**config.mk**
```make
export PLATFORM = sky130hd
export DESIGN_NAME = watchdog_timer
export DESIGN_NICKNAME = d
export VERILOG_FILES = /design/src/rtl/watchdog_timer.sv
export SDC_FILE = /design/constraint.sdc
export NUM_CORES = 1
export LEC_CHECK = 0
export ABC_AREA = 1
export ABC_CLOCK_PERIOD_IN_PS = 2900
export BUFFER_PORTS_ARGS = -buffer_cell sky130_fd_sc_hd__buf_2
export CAP_MARGIN = 15
export CORE_UTILIZATION = 57
export DETAILED_ROUTE_END_ITERATION = 10
export PLACE_DENSITY = 0.8
export RECOVER_POWER = 100
export REMOVE_ABC_BUFFERS = 1
export SETUP_SLACK_MARGIN = 0.05
export SYNTH_ARGS = -nofsm -noshare
export SYNTH_HDL_FRONTEND = slang
export SYNTH_SLANG_ARGS = --single-unit
```
**constraint.sdc**
```tcl
create_clock -name clk -period 2.9 [get_ports clk]
set_clock_uncertainty 0.15 [all_clocks]
set_input_delay 0.58 -clock clk [delete_from_list [all_inputs] [get_ports clk]]
set_output_delay 0.58 -clock clk [all_outputs]
set_load 0.03 [all_outputs]
```
**src/rtl/watchdog_timer.sv**
```systemverilog
// Programmable watchdog: counts (optionally prescaled) tick strobes against a latched
// timeout, with early warning, kick service, sticky expiry flag and auto-reload.
module watchdog_timer #(
    parameter int CNT_W    = 10,
    parameter int PRESCALE = 1
) (
    input  logic             clk,
    input  logic             rst,
    input  logic             enable,
    input  logic             tick,
    input  logic             kick,
    input  logic [CNT_W-1:0] timeout_val,
    input  logic [CNT_W-1:0] warn_val,
    input  logic             auto_reload,
    input  logic             clear_flag,
    output logic [CNT_W-1:0] count_val,
    output logic             warn,
    output logic             timeout_pulse,
    output logic             expired_flag,
    output logic             running
);

    typedef enum logic [1:0] {
        IDLE    = 2'd0,
        RUN     = 2'd1,
        WARN    = 2'd2,
        EXPIRED = 2'd3
    } state_t;

    localparam logic [7:0] PRESC_LAST = 8'(PRESCALE - 1);

    state_t           state_r;
    state_t           state_s;
    logic [CNT_W-1:0] count_r;
    logic [CNT_W-1:0] count_s;
    logic [CNT_W-1:0] count_inc_s;
    logic [7:0]       presc_r;
    logic [7:0]       presc_s;
    logic [CNT_W-1:0] timeout_lat_r;
    logic [CNT_W-1:0] timeout_lat_s;
    logic [CNT_W-1:0] warn_lat_r;
    logic [CNT_W-1:0] warn_lat_s;
    logic             latch_s;
    logic             expire_s;
    logic             warn_hit_s;
    logic             at_term_s;
    logic             warn_r;
    logic             warn_s;
    logic             running_r;
    logic             running_s;
    logic             pulse_r;
    logic             pulse_s;
    logic             flag_r;
    logic             flag_s;

    assign count_inc_s = count_r + CNT_W'(1);
    assign at_term_s   = (count_r >= timeout_lat_r);
    assign warn_hit_s  = (warn_lat_r != '0) && (count_inc_s >= warn_lat_r);

    // State register
    always_ff @(posedge clk) begin
        if (!rst) begin
            state_r <= IDLE;
        end else begin
            state_r <= state_s;
        end
    end

    // Next-state and datapath decisions; kick takes priority over an increment
    always_comb begin
        state_s  = state_r;
        count_s  = count_r;
        presc_s  = presc_r;
        latch_s  = 1'b0;
        expire_s = 1'b0;
        if (!enable) begin
            state_s = IDLE;
            count_s = '0;
            presc_s = 8'd0;
        end else begin
            case (state_r)
                IDLE: begin
                    state_s = RUN;
                    count_s = '0;
                    presc_s = 8'd0;
                    latch_s = 1'b1;
                end
                RUN, WARN: begin
                    if (kick) begin
                        state_s = RUN;
                        count_s = '0;
                        presc_s = 8'd0;
                        latch_s = 1'b1;
                    end else if (tick) begin
                        if (presc_r == PRESC_LAST) begin
                            presc_s = 8'd0;
                            if (!at_term_s) begin
                                count_s = count_inc_s;
                                state_s = warn_hit_s ? WARN : RUN;
                            end else begin
                                expire_s = 1'b1;
                                count_s  = '0;
                                state_s  = auto_reload ? RUN : EXPIRED;
                                latch_s  = auto_reload;
                            end
                        end else begin
                            presc_s = presc_r + 8'd1;
                        end
                    end else begin
                        state_s = state_r;
                    end
                end
                EXPIRED: begin
                    count_s = '0;
                    presc_s = 8'd0;
                    if (kick) begin
                        state_s = RUN;
                        latch_s = 1'b1;
                    end else begin
                        state_s = EXPIRED;
                    end
                end
                default: begin
                    state_s = IDLE;
                    count_s = '0;
                    presc_s = 8'd0;
                end
            endcase
        end
    end

    // Next values of the registered outputs and latched thresholds
    always_comb begin
        warn_s        = (state_s == WARN);
        running_s     = (state_s == RUN) || (state_s == WARN);
        pulse_s       = expire_s;
        timeout_lat_s = latch_s ? timeout_val : timeout_lat_r;
        warn_lat_s    = latch_s ? warn_val : warn_lat_r;
        if (expire_s) begin
            flag_s = 1'b1;
        end else if (clear_flag) begin
            flag_s = 1'b0;
        end else begin
            flag_s = flag_r;
        end
    end

    // Datapath and output registers
    always_ff @(posedge clk) begin
        if (!rst) begin
            count_r       <= '0;
            presc_r       <= 8'd0;
            timeout_lat_r <= '0;
            warn_lat_r    <= '0;
            warn_r        <= 1'b0;
            running_r     <= 1'b0;
            pulse_r       <= 1'b0;
            flag_r        <= 1'b0;
        end else begin
            count_r       <= count_s;
            presc_r       <= presc_s;
            timeout_lat_r <= timeout_lat_s;
            warn_lat_r    <= warn_lat_s;
            warn_r        <= warn_s;
            running_r     <= running_s;
            pulse_r       <= pulse_s;
            flag_r        <= flag_s;
        end
    end

    assign count_val     = count_r;
    assign warn          = warn_r;
    assign timeout_pulse = pulse_r;
    assign expired_flag  = flag_r;
    assign running       = running_r;

endmodule

```
== Word level (Yosys, flattened, before mapping) ==
Cells that the tools add are included.
Widths: inputs -> output; s select.

* Muxes and demuxes: 33
* $add $sub $neg: 2
* Magnitude comparators: 2
* Reductions and logical operators: 10
* Equality and inequality tests: 7

{| class="wikitable"
|+ Operators by type and width
! operator !! count
|-
| $mux 10 || 4
|-
| $mux 8 || 3
|-
| $ge 10x10->1 || 2
|-
| $pmux 10 s2 || 1
|-
| $mux 2 || 8
|-
| $pmux 8 s2 || 1
|-
| $mux 1 || 14
|-
| $add 10x1->10 const B || 1
|-
| $reduce_bool 10->1 || 1
|-
| $add 8x1->8 const B || 1
|-
| $logic_not 8->1 || 1
|-
| $eq 2x2->1 const B || 3
|-
| $ne 3x3->1 const B || 2
|-
| $pmux 2 s3 || 1
|-
| $eq 2x1->1 const B || 2
|-
| $reduce_and 2->1 || 2
|-
| $reduce_or 2->1 || 2
|-
| $pmux 1 s3 || 1
|-
| $logic_not 2->1 || 1
|-
| $reduce_bool 2->1 || 1
|-
| $logic_and 1x1->1 || 1
|-
| $logic_or 1x1->1 || 1
|}

* Output and inout bits: 14
* Register bits: 44
* Word-level logic and storage cells: 63

== Logic depth before layout (Yosys ltp) ==
* Depth after elaboration: 12
* Mapped depth: 22
* Gate-level depth less buffers: 22

== Worst setup path before layout ==
No wires, ideal clock.

* Path type: reg2reg
* From: register count_r[2], in the netlist count_val[2]
* To: register running_r, in the netlist running
* Setup time: 0.064 ns
* Stages on the path, launching flop included: 20
* Path slack: 0.013 ns
* Arrival time: 2.673 ns
* Clock period less this slack: 2.887 ns
* Buffers on the path: 0
* Path through: dfxtp_1 > nand2_1 > nor2_1 > nand3_1 > nor2_1 > nand3_1 > xor2_1 > inv_1 > ha_1 > a21o_1 > nor2_1 > nand3_1 > nand3_1 > nand2_1 > nand2_1 > nand2_1 > nand2_1 > nand2_1 > ha_1 > nor2_1

* Cells in the longest elaborated chain, start to end: 12
* Elaborated cells on any way between the ends: 14

{| class="wikitable"
|+ Ends and longest elaborated chain
! what !! RTL line !! RTL
|-
| start, declared || 34 || <nowiki>logic [CNT_W-1:0] count_r;</nowiki>
|-
| start signal, assigned || 160 || <nowiki>count_r <= count_s;</nowiki>
|-
| $add 10x1->10 || 56 || <nowiki>assign count_inc_s = count_r + CNT_W'(1);</nowiki>
|-
| $ge 10x10->1 || 58 || <nowiki>assign warn_hit_s = (warn_lat_r != '0) && (count_inc_s >= warn_lat_r);</nowiki>
|-
| $logic_and 1x1->1 || 58 ||
|-
| $mux 2 || 99 || <nowiki>state_s = warn_hit_s ? WARN : RUN;</nowiki>
|-
| $mux 2 (*) || 97 || <nowiki>if (!at_term_s) begin</nowiki>
|-
| $mux 2 (*) || 95 || <nowiki>if (presc_r == PRESC_LAST) begin</nowiki>
|-
| $mux 2 (*) || 94 || <nowiki>end else if (tick) begin</nowiki>
|-
| $mux 2 (*) || 89 || <nowiki>if (kick) begin</nowiki>
|-
| $pmux 2 s3 (*) || 81 || <nowiki>case (state_r)</nowiki>
|-
| $mux 2 (*) || 76 || <nowiki>if (!enable) begin</nowiki>
|-
| $eq 2x1->1 or $eq 2x2->1 (tied branches) || 135 || <nowiki>running_s = (state_s == RUN) || (state_s == WARN);</nowiki>
|-
| $logic_or 1x1->1 (*) || 135 ||
|-
| end signal, assigned || 165 || <nowiki>running_r <= running_s;</nowiki>
|-
| end, declared || 49 || <nowiki>logic running_r;</nowiki>
|}

Mark *: on every way between the ends. The rest lies on a longest branch, timed or not.
A chain may end at the register's enable or synchronous reset.

== Worst setup path after layout ==
* From: register count_r[1], in the netlist count_val[1]
* To: register running_r, in the netlist running

The elaborated chain is that of the path after synthesis.

==> results.py <==
metrics = {
    "run_status": {
        "status": "finished with violations",
        "violations": "design-rule violations",
    },
    "drt": {
        "routed_wl_mm": 5.95,
        "antenna_left": 0,
        "dr.pass1.iters": 7,
        "drc": 1,
        "vias": 2599,
        "post_drt_wl_per_cell_um": 11.8,
        "drt_first_iter_violations": 130,
        "avgViaCountPerCell": 5.15,
    },
    "worst_setup_path": {
        "cp.arrival_ns": 2.92,
        "crit_top_cell": "nand2_1",
        "slowest_stage": "dfxtp_4",
        "crit_type": "reg -> reg",
        "cp.required_ns": 3.00,
        "cp-end-kind": "flop",
        "crit_fanout": 4,
        "slowest_delay_ns": 0.38,
        "cp-start-kind": "flop",
        "crit_chain": "ha_4, nand2_2, nor2_1, nand2_1, buf_4, o21ai_0, inv_1, ha_1, nand2_1, nor2_1, nand3_1, nand3_1, nand3_2, nand2_1, nand2_1, nand2_1, nand2_1, nand2_1, ha_1, nor2_1",
    },
    "min_path": {
        "hold_class": "reg -> reg",
    },
    "sta": {
        "worst_pin_slew_ns": 0.711,
        "period_needed_ns": 2.83,
        "drv_slew": 0,
        "max_freq_ghz": 0.354,
        "final-hold-violation-count": 0,
        "rsz0062_at_grt": "yes",
        "setup_viol": 0,
        "relSlewSlack_pct": 52.4,
        "min_period_over_period_pct": 97.5,
    },
    "synth": {
        "synth_area_leaders": "dfxtp_1, nand2_1, ha_1",
        "synthesis.area_sq_um": 2710,
        "synth.top_cell.area_share_pct": 32.5,
        "synth_cell_types": 30,
        "ys_seq_area_share_pct": 32.5,
        "ys_seq_elements": 44,
        "synth.avg_cell_area_sq_um": 6.63,
        "synthMostInstantiatedCell": "nand2_1",
        "synth_top_cell_by_area": "dfxtp_1",
        "synthCells": 409,
        "synth-edff-count": 0,
        "synthTopCellsByCount": "nand2_1, inv_1, nor2_1",
        "synth-main-ff-cell": "dfxtp_1",
        "yosys_warnings": 0,
        "ys_async_sr_fraction_pct": 0,
    },
    "cts": {
        "root_buffer": "clkbuf_8",
        "path_clk_slew_ns": 0.08,
        "ctsHoldBuffers": 0,
        "cts_made_buffers": 5,
        "clock_latency_ns": 0.30,
        "cts_tree": "yes",
        "cts.sinks": 44,
        "htreeDepth": 2,
        "ctsLongestPathBuffers": 2,
    },
    "placement": {
        "io_buffers": 40,
        "place_hpwl_mm": 4.19,
        "place_congestion": 0.839,
        "placed_area_sq_um": 2950,
        "post-place-cells": 495,
    },
    "floorplanning": {
        "dieArea_sq_um": 5040,
        "coreArea_sq_um": 4470,
        "ios": 41,
        "dieHeight_um": 71.0,
        "initial_core_util_pct": 60.6,
        "fp.dieW_um": 71.0,
        "rows": 24,
    },
    "global_route": {
        "grt_pass1_wl_mm": 9.66,
        "track_usage_pct": 24.0,
        "grt_max_degree": 43,
        "antenna_found_initial": 0,
        "globalRouteOverflowTotal": 0,
        "grt_pass1_vias": 2302,
    },
    "job": {
        "max_cap_violations": 0,
    },
    "cells_and_area": {
        "layoutNonFillerInstCount": 505,
        "finalInstanceArea_sq_um": 3110,
        "nets": 505,
        "drive_gt1_share_pct": 14.1,
        "syn_to_final_growth_pct": 14.8,
        "antennaDiodeCount": 0,
        "fill_cells": 399,
        "final_core_util_pct": 69.5,
    },
    "power_and_ir_drop": {
        "powerDensity_nw_per_um2": 416,
        "p_leak_nw": 1.64,
        "vdd_drop_max_uv": 264,
    },
}
[critical path, delay by kind of cell (launching register included)]
kind | cells | cell delay (ns)
simple gates | 14 | 1.07
fa+ha+maj | 3 | 0.64
flops | 1 | 0.38
compound gates | 1 | 0.26
buf+inv | 2 | 0.25
[stage by stage]
step	setup TNS [ns]	total power [W]	hold WS, ns	setup slack [ns]
floorplan	0	0.000774	0.302	0.0259
global placement	0	0.000834	0.306	0.122
detailed placement	0	0.000840	0.318	0.0398
CTS	0	0.00130	0.333	0.0565
global route	-0.261	0.00136	0.351	-0.156
finish	0	0.00130	0.337	0.0739
[area by class of cell]
cell class	count	area, sq um	area share, %
repair buffers	48	255	8.20
flip-flops and latches	44	888	28.5
multi-input cells	272	1490	47.9
well taps	52	65.1	2.09
clock buffers	6	72.6	2.33
inverters	81	304	9.77
clock inverters	2	35.0	1.13
[placed cells by master (no fill, tap or decap), types with 2 or more instances in the layout]
| cell type | Yosys | routed |
|---|---|---|
| dfxtp_1 | 44 | 42 |
| nor2_2 | 1 | 2 |
| a21oi_1 | 37 | 37 |
| dfxtp_4 | 0 | 2 |
| buf_2 | 2 | 36 |
| xor2_1 | 6 | 6 |
| a21o_1 | 2 | 2 |
| nand2_2 | 1 | 2 |
| o21ai_0 | 9 | 9 |
| nor2_1 | 48 | 46 |
| nand3_1 | 35 | 33 |
| xnor2_1 | 2 | 2 |
| nand3_2 | 0 | 2 |
| clkbuf_8 | 0 | 5 |
| clkbuf_1 | 5 | 5 |
| o22ai_1 | 2 | 2 |
| inv_1 | 81 | 81 |
| buf_4 | 2 | 8 |
| ha_1 | 26 | 25 |
| nor3_1 | 3 | 3 |
| nand2_1 | 90 | 89 |
[path summary, 6_finish.rpt]
check                                      start          endpoint  slack (ns)  cells after the start
worst max-delay path                count_val[1]           running        0.07                     20
worst max register to register      count_val[1]           running        0.07                     20
worst min register to register  timeout_lat_r[1]  timeout_lat_r[1]        0.34                      2
worst min-delay path            timeout_lat_r[1]  timeout_lat_r[1]        0.34                      2
[state kept, by name (all words and copies together), names as in the netlist]
register,flops
timeout_pulse,1
timeout_lat_r,10
count_val,10
warn,1
expired_flag,1
presc_r,8
state_r,2
running,1
warn_lat_r,10
[logic make-up (layout without fill, tap and decap cells)]
group	Yosys count	count (layout)	synth area share, %
fa+ha+maj	26	26	12.0
compound gates	54	54	10.7
simple gates	184	184	28.5
buf+inv	93	137	13.8
flops	44	44	32.5
xor+xnor	8	8	2.58
[where the power goes]
part           internal [W]  leakage, nW  switching [W]
sequential         0.000627        0.361      0.0000149
clock              0.000256       0.0552       0.000212
combinational     0.0000729         1.22       0.000112
[layer usage]
layer	track usage (%)	part of all wire, %	wire length [um]
met5	0	0	0
met4	9.78	2.2	132
met3	4.84	4.5	269
met2	40.8	48	2850
met1	29.9	45	2700
[what timing repair did]
| item | CTS | global route |
|---|---|---|
| setup endpoints to repair | 1 | 2 |
| setup buffers | 0 | 2 |
| resized for setup | 4 | 8 |
| pin swaps | 0 | 9 |
(Power assumes the default switching activity.)
